## config.mk

```make
export PLATFORM = sky130hd
export DESIGN_NAME = sram_req_arb
export DESIGN_NICKNAME = d
export VERILOG_FILES = /design/src/rtl/sram_arb_pkg.sv /design/src/rtl/prim_fifo_sync.sv /design/src/rtl/sram_req_arb.sv
export SDC_FILE = /design/constraint.sdc
export NUM_CORES = 1
export LEC_CHECK = 0
export CELL_PAD_IN_SITES_DETAIL_PLACEMENT = 1
export CELL_PAD_IN_SITES_GLOBAL_PLACEMENT = 1
export CORE_MARGIN = 1.5
export CORE_UTILIZATION = 10
export CTS_CLUSTER_SIZE = 40
export DETAILED_ROUTE_END_ITERATION = 12
export PLACE_DENSITY = 0.82
export SLEW_MARGIN = 15
export SYNTH_ARGS = -nofsm -noshare
export SYNTH_HDL_FRONTEND = slang
export SYNTH_SLANG_ARGS = --single-unit
export TNS_END_PERCENT = 50
```

## constraint.sdc

```tcl
create_clock -name clk_i -period 1.6 [get_ports clk_i]
set_input_delay 0.16 -clock clk_i [delete_from_list [all_inputs] [get_ports clk_i]]
set_output_delay 0.16 -clock clk_i [all_outputs]
set_load 0.02 [all_outputs]
```

## src/rtl/sram_arb_pkg.sv

```systemverilog
// Shared types and the rotating-priority pick used by the SRAM request arbiter.
// Pure combinational helpers, no state and no flow control.
package sram_arb_pkg;

   localparam int unsigned MaxReq     = 32;
   localparam int unsigned MaxIdxW    = $clog2(MaxReq);
   localparam int unsigned NumReqDflt = 2;

   typedef logic [$clog2(NumReqDflt)-1:0] req_idx_t;

   // Walk offsets from high to low so the smallest offset from ptr wins.
   function automatic int unsigned rr_pick(input logic [MaxReq-1:0] req,
                                           input int unsigned       ptr,
                                           input int unsigned       n);
      int unsigned idx;
      rr_pick = 0;
      for (int unsigned k = n; k > 0; k--) begin
         idx = ptr + k - 1;
         if (idx >= n) idx = idx - n;
         if (req[idx[MaxIdxW-1:0]]) rr_pick = idx;
      end
   endfunction

endpackage

```

## src/rtl/prim_fifo_sync.sv

```systemverilog
// Generic synchronous FIFO with a shift-register store; head always sits in slot 0.
// Zero-cycle read of the head; optional pass-through when empty (Pass=1).
// Back-pressure: wready_o drops when the registered count reaches Depth.
module prim_fifo_sync #(
   parameter int unsigned Width  = 16,
   parameter bit          Pass   = 1'b1,
   parameter int unsigned Depth  = 4,
   localparam int unsigned DepthW = $clog2(Depth + 1)
) (
   input  logic             clk_i,
   input  logic             rst_ni,
   input  logic             clr_i,
   input  logic             wvalid_i,
   output logic             wready_o,
   input  logic [Width-1:0] wdata_i,
   output logic             rvalid_o,
   input  logic             rready_i,
   output logic [Width-1:0] rdata_o
);

   logic [DepthW-1:0]      cnt_q, cnt_d;
   logic [Depth*Width-1:0] mem_q, mem_d;
   logic                   empty, pass_thru, push, pop;
   int                     wr_pos;

   assign empty     = (cnt_q == '0);
   assign pass_thru = Pass && empty && wvalid_i;
   assign wready_o  = (cnt_q != DepthW'(Depth));
   assign rvalid_o  = !empty || pass_thru;
   assign rdata_o   = (Pass && empty) ? wdata_i : mem_q[Width-1:0];
   assign push      = wvalid_i && wready_o && !(pass_thru && rready_i);
   assign pop       = !empty && rready_i;
   assign wr_pos    = int'(cnt_q) - int'(pop);

   always_comb begin
      mem_d = mem_q;
      if (pop) mem_d = mem_q >> Width;
      if (push) mem_d[wr_pos*Width +: Width] = wdata_i;
      cnt_d = cnt_q + DepthW'(push) - DepthW'(pop);
   end

   always_ff @(posedge clk_i or negedge rst_ni) begin
      if (!rst_ni) begin
         cnt_q <= '0;
         mem_q <= '0;
      end else if (clr_i) begin
         cnt_q <= '0;
      end else begin
         cnt_q <= cnt_d;
         mem_q <= mem_d;
      end
   end

endmodule

```

## src/rtl/sram_req_arb.sv

```systemverilog
// Round-robin arbiter sharing one SRAM port; tags reads so responses return to their owner.
// Zero-cycle request and response paths; only ptr and the tag FIFO are registered.
// Stalls every requester while the tag FIFO is full; SRAM_ARB_FIXED_PRIO_EN selects fixed priority.
module sram_req_arb
   import sram_arb_pkg::*;
#(
   parameter int unsigned NumReq      = 2,
   parameter int unsigned SramAw      = 12,
   parameter int unsigned SramDw      = 32,
   parameter int unsigned Outstanding = 1
) (
   input  logic                     clk_i,
   input  logic                     rst_ni,
   input  logic [NumReq-1:0]        req_i,
   output logic [NumReq-1:0]        gnt_o,
   input  logic [NumReq-1:0]        we_i,
   input  logic [NumReq*SramAw-1:0] addr_i,
   input  logic [NumReq*SramDw-1:0] wdata_i,
   input  logic [NumReq*SramDw-1:0] wmask_i,
   output logic [SramDw-1:0]        rdata_o,
   output logic [NumReq-1:0]        rvalid_o,
   output logic [NumReq*2-1:0]      rerror_o,
   output logic                     req_o,
   output logic                     we_o,
   output logic [SramAw-1:0]        addr_o,
   output logic [SramDw-1:0]        wdata_o,
   output logic [SramDw-1:0]        wmask_o,
   input  logic                     gnt_i,
   input  logic [SramDw-1:0]        rdata_i,
   input  logic                     rvalid_i,
   input  logic [1:0]               rerror_i,
   output logic                     rsp_err_o
);

   localparam int unsigned IdxW = $clog2(NumReq);

   logic [MaxReq-1:0] req_ext;
   logic [IdxW-1:0]   win, ptr, tag;
   logic              blk, hs, rd_hs, tag_vld, tag_rdy;

   always_comb begin
      req_ext              = '0;
      req_ext[NumReq-1:0]  = req_i;
   end

   assign win = IdxW'(rr_pick(req_ext, 32'(ptr), NumReq));

`ifdef SRAM_ARB_FIXED_PRIO_EN
   assign ptr = '0;
`else
   logic [IdxW-1:0] ptr_q, ptr_d;

   always_comb begin
      ptr_d = ptr_q;
      if (hs) ptr_d = (32'(win) == NumReq - 1) ? '0 : win + 1'b1;
   end

   always_ff @(posedge clk_i or negedge rst_ni) begin
      if (!rst_ni) ptr_q <= '0;
      else         ptr_q <= ptr_d;
   end

   assign ptr = ptr_q;
`endif

   // Full is taken from the registered count, so a same-cycle pop never unblocks.
   assign blk   = ~tag_rdy;
   assign req_o = (|req_i) & ~blk;
   assign hs    = req_o & gnt_i;
   assign rd_hs = hs & ~we_o;

   always_comb begin
      we_o    = 1'b0;
      addr_o  = '0;
      wdata_o = '0;
      wmask_o = '0;
      gnt_o   = '0;
      if (req_o) begin
         we_o       = we_i[win];
         addr_o     = addr_i[win*SramAw +: SramAw];
         wdata_o    = wdata_i[win*SramDw +: SramDw];
         wmask_o    = wmask_i[win*SramDw +: SramDw];
         gnt_o[win] = gnt_i;
      end
   end

   prim_fifo_sync #(
      .Width (IdxW),
      .Pass  (1'b0),
      .Depth (Outstanding)
   ) u_tag_fifo (
      .clk_i    (clk_i),
      .rst_ni   (rst_ni),
      .clr_i    (1'b0),
      .wvalid_i (rd_hs),
      .wready_o (tag_rdy),
      .wdata_i  (win),
      .rvalid_o (tag_vld),
      .rready_i (rvalid_i),
      .rdata_o  (tag)
   );

   assign rdata_o   = rdata_i;
   assign rsp_err_o = rvalid_i & ~tag_vld;

   always_comb begin
      rvalid_o = '0;
      rerror_o = '0;
      if (rvalid_i && tag_vld) begin
         rvalid_o[tag]       = 1'b1;
         rerror_o[tag*2 +: 2] = rerror_i;
      end
   end

endmodule
```

==> results of run 1 <==
## stage by stage
stage	utilization (%)	hold WS [ns]	worst slack, ns	power (mW)	cells
3_3_place_gp	28.7	0.320	-0.649	2.54	732
6_report	33.6	0.121	-0.173	3.51	752
5_1_grt	33.6	0.135	-0.246	3.71	752
2_1_floorplan	-	-0.136	0.0298	1.22	314
3_5_place_dp	28.7	0.320	-0.658	2.57	732
4_1_cts	30.3	0.124	-0.287	3.18	747
## cells in the final DEF, fill, tap and decap left out, types with 2 or more instances in the layout
cell / n
buf_6: 46
and2_1: 5
nor2_1: 2
dlygate4sd2_1: 4
buf_4: 64
a21oi_4: 3
clkdlybuf4s50_1: 159
a21oi_2: 62
buf_16: 2
clkbuf_2: 6
bufbuf_16: 3
nand2_1: 127
nor2_2: 2
clkbuf_16: 5
buf_12: 14
dfrtp_1: 3
nand2_4: 14
a21oi_1: 11
nand2_2: 15
## final timing paths
kind                                     startpoint             endpoint  slack, ns
worst max-delay path                            ptr          wdata_o[18]      -0.17
worst min-delay path                         rst_ni  u_tag_fifo.rvalid_o       0.12
worst max register to register  u_tag_fifo.rvalid_o                  ptr       0.15
worst min register to register  u_tag_fifo.rvalid_o  u_tag_fifo.rvalid_o       0.59
max in group asynchronous                    rst_ni                  ptr       1.33
min in group clk_i                      rdata_i[28]          rdata_o[28]       0.32
## state kept, by name, summed over array words and instances, names as in the netlist
signal	flops
u_tag_fifo.rdata_o	1
u_tag_fifo.rvalid_o	1
ptr	1
## worst max-delay path: cells and delay by family (launching register included)
| family | cells | cell delay (ns) |
|---|---|---|
| and+or+nand+nor | 3 | 0.44 |
| DFF | 1 | 0.35 |
| buffers and inverters | 3 | 0.42 |
| AOI/OAI and AO/OA | 1 | 0.18 |
## power by group
group	switching, mW	internal, mW	leakage [nW]
Clock	0.0731	0.329	0.0382
Combinational	1.42	1.57	2.16
Sequential	0.0167	0.0964	0.0368
## metal layers
metal	GRT usage, %	wire length [um]
met1	14.3	4590
met2	24.7	6480
met3	3.76	1040
met4	3.04	276
met5	0	0
## synthesized netlist by cell type (all sizes together)
master,number
a21oi,76
a32oi,1
and2,6
and3,1
buf,48
clkbuf,9
dfrtp,3
inv,2
mux2,1
mux2i,1
nand2,157
nand2b,1
nand3,1
nor2,4
nor2b,1
o21ai,2
## layout make-up
cell class	count	area (um2)	share of cell area, %
Tap cell	188	235	4.61
Timing Repair Buffer	303	3170	62.1
Clock buffer	4	78.8	1.54
Sequential cell	3	75.1	1.47
Multi-Input combinational cell	252	1540	30.1
Inverter	2	7.51	0.147
## what timing repair did
item / in CTS / in global routing
pin swaps: 4 / 40
setup endpoints to repair: 88 / 83
setup buffers: 6 / 3
resized for setup: 433 / 142
cloned: 5 / 3
## kinds of logic after synthesis
group | after synthesis
AO/OA/AOI/OAI | 79
buffers and inverters | 59
flip-flops | 3
multiplexers | 2
AND/OR/NAND/NOR | 171
==> impl_results.md, run 1 <==
- Sequential-to-total area share from yosys stat: ~4.8%
- Compound-Gate Fraction of Synth Area: 25.6%
- Critical setup path kind: flop to output port
- DR vias/cell: between 4 and 5
- Number of iterations in the first detailed-routing pass: 4
- Crit path max fanout: 8
- Clock Pin Slew Worst Setup and Hold Paths: 0.03 ns
- Syn Nets: just over 500
- Synth cell types: 20
- Adder-cell share of the synthesized area: 0%
- Max stage delay on crit path: ~0.35 ns
- Setup crit start kind: flop
- Clk sinks: 3
- Max Cap Viol: 0
- Fraction of synthesized area in multiplexers: around 1.4%
- Top-area cell type share of the netlist area: between 30% and 40%
- Starting Density: approximately a tenth
- XOR/XNOR share of the synthesized area: 0%
- Std cell rows: 45
- Grt total ovfl: 0
- Status: complete, but fails checks
- Relative slew slack: between 80% and 90%
- CTS H-tree lvls: 1
- PD cells: 688 nW/um2
- Clk root buf: clkbuf_16
- Vias in the first global route: 3215
- CTS Hold Bufs: 0
- Post-Place Cell Area: 4360 um2
- DIE AREA: between 15000 and 20000 um2
- Ys Warns: 0
- Synthesized flop and latch total: 3
- Number of remaining DRC errors: 0
- Final setup fails: 77
- Synth Instances: 314
- Clk_skew: 0.00178 ns
- RSZ-0062 raised after global routing: true
- Share of layout cells above drive strength 1: a little over two fifths
- Leak Pwr: roughly 2.2 nW
- TritonCTS clock tree: built
- Initial antenna violation count: 0
- Average size of a mapped cell: 4.96 um2
- Area growth syn-to-layout: 228%
- Max Clk Rate: between 500 and 600 MHz
- Post-DRT Antenna Nets: 0
- Chip Height: 128 um
- Critical-path cell list: nand2b_4, and2_4, buf_12, buf_4, nand2_1, a21oi_2, buf_4
- Minimum clock period: 1.77 ns
- Critical-path top delay cell: dfrtp_1
- Largest net degree at the start of global routing: 21
- Setup ws final: -0.173 ns
- FF-to-FF path depth: 7
- Setup_tns: -8.61 ns
- Maximum buffer depth of the clock tree: 2
- IO buf count: roughly 250
- Crit. End Element: output port
- Worst EP required: between 1 and 1.5 ns
- Tightest Hold Check Type: input port to async pin
- Max IR drop VDD: around 430 uV
- Hold Fails Final Rpt: 0
- Critical Path AT: between 1.5 and 2 ns
- Fin nets: between 700 and 800
- Overall routing resource usage: 13.1%
- Die width: between 100 and 150 um
- WL per Instance: between 15 and 20 um
- Core ar.: 15200 um2
- N_diodes: 0
- Fin area: approximately 5000 um2
- Worst-Skew Late Latency: 0.23 ns
- Largest family of logic cells by synthesized area: simple AND/OR/NAND/NOR gates
- Cell taking the most area after synthesis: nand2_1
- Most used cell, CP: buf_4
- Failing checks: setup timing
- Post-DP HPWL: between 8000 and 9000 um
- I/O pin cnt: between 300 and 400
- Gpl congestion: around 0.76
- Drt total wl: between 10000 and 15000 um
- First-pass GRT wire length: ~17000 um
- CTS Buf Count: 3
- Routed vias: 3108
- Max Slew Vio Count: 0
- FILL cells: 1806
- Tightest Pin Transition: approximately 0.26 ns
- Mapped cell area: approximately 1600 um2
- Synth Area in Simple Gates: a little over two fifths
- Iter 0 DRT Violations: 83
- Area contributors post-synth: nand2_1, a21oi_1, buf_4, dfrtp_1, buf_2
- Final Cycle Share: 111%
Note: power is estimated with default switching activity, not from simulation.
==> inputs of run 2 (changes only) <==
--- a/config.mk
+++ b/config.mk
@@ -12,7 +12,7 @@
 export CTS_CLUSTER_SIZE = 40
 export DETAILED_ROUTE_END_ITERATION = 12
 export PLACE_DENSITY = 0.82
-export SLEW_MARGIN = 15
+export SLEW_MARGIN = 25
 export SYNTH_ARGS = -nofsm -noshare
 export SYNTH_HDL_FRONTEND = slang
 export SYNTH_SLANG_ARGS = --single-unit
==> results of run 2 <==
The final DEF is identical to that of run 1; final timing and power are the same.
==> inputs of run 3 (changes only) <==
--- a/config.mk
+++ b/config.mk
@@ -11,6 +11,7 @@
 export CORE_UTILIZATION = 10
 export CTS_CLUSTER_SIZE = 40
 export DETAILED_ROUTE_END_ITERATION = 12
+export HOLD_SLACK_MARGIN = 0.02
 export PLACE_DENSITY = 0.82
 export SLEW_MARGIN = 25
 export SYNTH_ARGS = -nofsm -noshare
==> constraint.sdc (replaced) <==
create_clock -name clk_i -period 1.6 [get_ports clk_i]
set_input_delay 0.48 -clock clk_i [delete_from_list [all_inputs] [get_ports clk_i]]
set_output_delay 0.48 -clock clk_i [all_outputs]
set_load 0.02 [all_outputs]
==> impl_results.md, run 3 (synthesis gave the netlist of run 1 again) <==
- Chip Height: 128 um
- Most frequent cells in the layout: clkdlybuf4s50_1, buf_6, nand2_4, nand2_1, a21oi_4
- Clk sinks: 3
- Fin area: 6910 um2
- Leak Pwr: about 3 nW
- Max Cap Viol: 0
- FF-to-FF path depth: 8
- Number of remaining DRC errors: 0
- CTS H-tree lvls: 1
- Critical Path AT: 1.77 ns
- Kind of cell adding the most delay to the critical path: buffers and inverters
- CTS Buf Count: 3
- Max stage delay on crit path: 0.37 ns
- CTS Hold Bufs: 0
- Final Cycle Share: 141%
- Minimum clock period: about 2.3 ns
- WL per Instance: between 15 and 20 um
- Sw frac: around 43%
- DIE AREA: between 15000 and 20000 um2
- Max IR drop VDD: between 600 and 700 uV
- Post-DRT Antenna Nets: 0
- RSZ-0062 raised after global routing: true
- Critical-path top delay cell: dfrtp_1
- Most common cell after layout, fill and taps aside: clkdlybuf4s50_1
- Grt total ovfl: 0
- Maximum buffer depth of the clock tree: 2
- Tightest Pin Transition: around 0.22 ns
- Area growth syn-to-layout: 343%
- Setup crit start kind: flop
- Post-placement setup slack: -1.26 ns
- Max Slew Vio Count: 0
- Clk_skew: about 0.00042 ns
- Comb power frac: 89.4%
- WHS: between 0.4 and 0.5 ns
- Sequential Area: 75.1 um2
- DR vias/cell: 4.20
- IO buf count: between 200 and 250
- Gpl congestion: about 0.7
- Post-Place Cell Area: 4880 um2
- Starting Density: about a tenth
- Tightest Hold Check Type: input port to async pin
- Final setup fails: 84
- Overall routing resource usage: 16.9%
- Worst EP required: 1.12 ns
- Relative slew slack: between 80 and 90%
- Crit. End Element: output port
- Vias in the first global route: roughly 3700
- Failing checks: setup timing
- Reg2Reg Setup Slack: roughly 0.030 ns
- Max Clk Rate: 444 MHz
- Core ar.: 15200 um2
- Multi-input combinational cell area: between 2000 and 2500 um2
- Std cell rows: 45
- Die width: around 130 um
- Critical-path cell list: nand2b_4, and2_4, buf_6, buf_12, buf_12, buf_16, buf_6, nand2_4, a21oi_4, buf_6
- FILL cells: ~1700
- Critical setup path kind: flop to output port
- Largest net degree at the start of global routing: 21
- Internal Power: between 2 and 3 mW
- N_diodes: 0
- Crit path max fanout: 5
- Hold Fails Final Rpt: 0
- PD cells: about 700 nW/um2
- Psw: between 2 and 2.5 mW
- Worst-Skew Late Latency: 0.22 ns
- Setup ws final: -0.653 ns
- Most used cell, CP: buf_6
- I/O pin cnt: 313
- Drt total wl: 15300 um
- Fin nets: just over 800
- Routed vias: about 3400
- Power share of the clock group: 8.3%
- Iter 0 DRT Violations: 54
- Post-DP HPWL: roughly 8400 um
- Clock Pin Slew Worst Setup and Hold Paths: 0.03 ns
- Number of iterations in the first detailed-routing pass: 2
- Sequential power share: 2.3%
- Clk root buf: clkbuf_16
- Initial antenna violation count: 0
- TritonCTS clock tree: built
- Cell count along the critical path: 10
- First-pass GRT wire length: around 21000 um
- Status: complete, but fails checks
- Share of layout cells above drive strength 1: 64.4%
- Worst path bufs/invs: 6
## run 3: cell count changes in the layout (fill, tap and decap cells not counted), moves of 17 or more
cell     delta
nand2_1    -82
nand2_4    +54
buf_6      +43
a21oi_4    +41
a21oi_2    -30
nand2_2    +28
buf_4      -23
buf_12     +17
## run 3: what timing repair did
item                                    4_1_cts  5_1_grt
gates resized for setup                     651      139
pin swaps                                    32       71
endpoints found under the setup margin       90       89
cloned                                       24        0
endpoints found under the hold margin         0        0
buffers inserted                             42       14
## run 3: cell type report
cell class                 instances  area share [%]
multi-input combinational        253            34.8
clock buffer                       4            1.14
sequential                         3            1.09
inverter                           2           0.217
tap                              188            3.41
timing repair buffer             348            59.3
## run 3: path summary, 6_finish.rpt
path,startpoint,endpoint
setup / recovery,ptr,wdata_o[0]
hold / removal,rst_ni,ptr
setup reg to reg,ptr,ptr
hold reg to reg,u_tag_fifo.rdata_o,u_tag_fifo.rdata_o
max in group asynchronous,rst_ni,u_tag_fifo.rdata_o
min in group clk_i,u_tag_fifo.rdata_o,u_tag_fifo.rdata_o
## run 3: worst register-to-register path, cell delays in order (launching register included)
cell and delay, ns:
dfrtp_1 0.34, nand2b_4 0.15, buf_8 0.12, buf_12 0.10, nand2_8 0.07, buf_12 0.17, buf_8 0.13, buf_6 0.11
mux2_4 0.26
## run 3: routing by layer
metal	share of wire [%]	track usage, %
met1	38	19.1
met2	54	33.0
met3	7.1	3.88
met4	0.87	2.18
met5	0	0
## run 3: power groups by stage
stage | sequential [mW] | combinational (mW) | clock, mW
after floorplan | 0.109 | 1.54 | 0
after global placement | 0.107 | 2.80 | 0
after detailed placement | 0.110 | 2.82 | 0
after CTS | 0.111 | 4.14 | 0.404
after global routing | 0.115 | 4.53 | 0.417
final | 0.113 | 4.33 | 0.401
## run 3: per-stage QoR
| step | utilization [%] | power [mW] | instances | TNS, ns |
|---|---|---|---|---|
| detailed placement | 32.1 | 2.93 | 725 | -102.95 |
| CTS | 43.1 | 4.66 | 795 | -42.42 |
| global route | 45.4 | 5.06 | 798 | -46.50 |
| floorplan | - | 1.65 | 314 | -11.40 |
| global placement | 32.1 | 2.91 | 725 | -101.89 |
| finish | 45.4 | 4.85 | 798 | -42.35 |
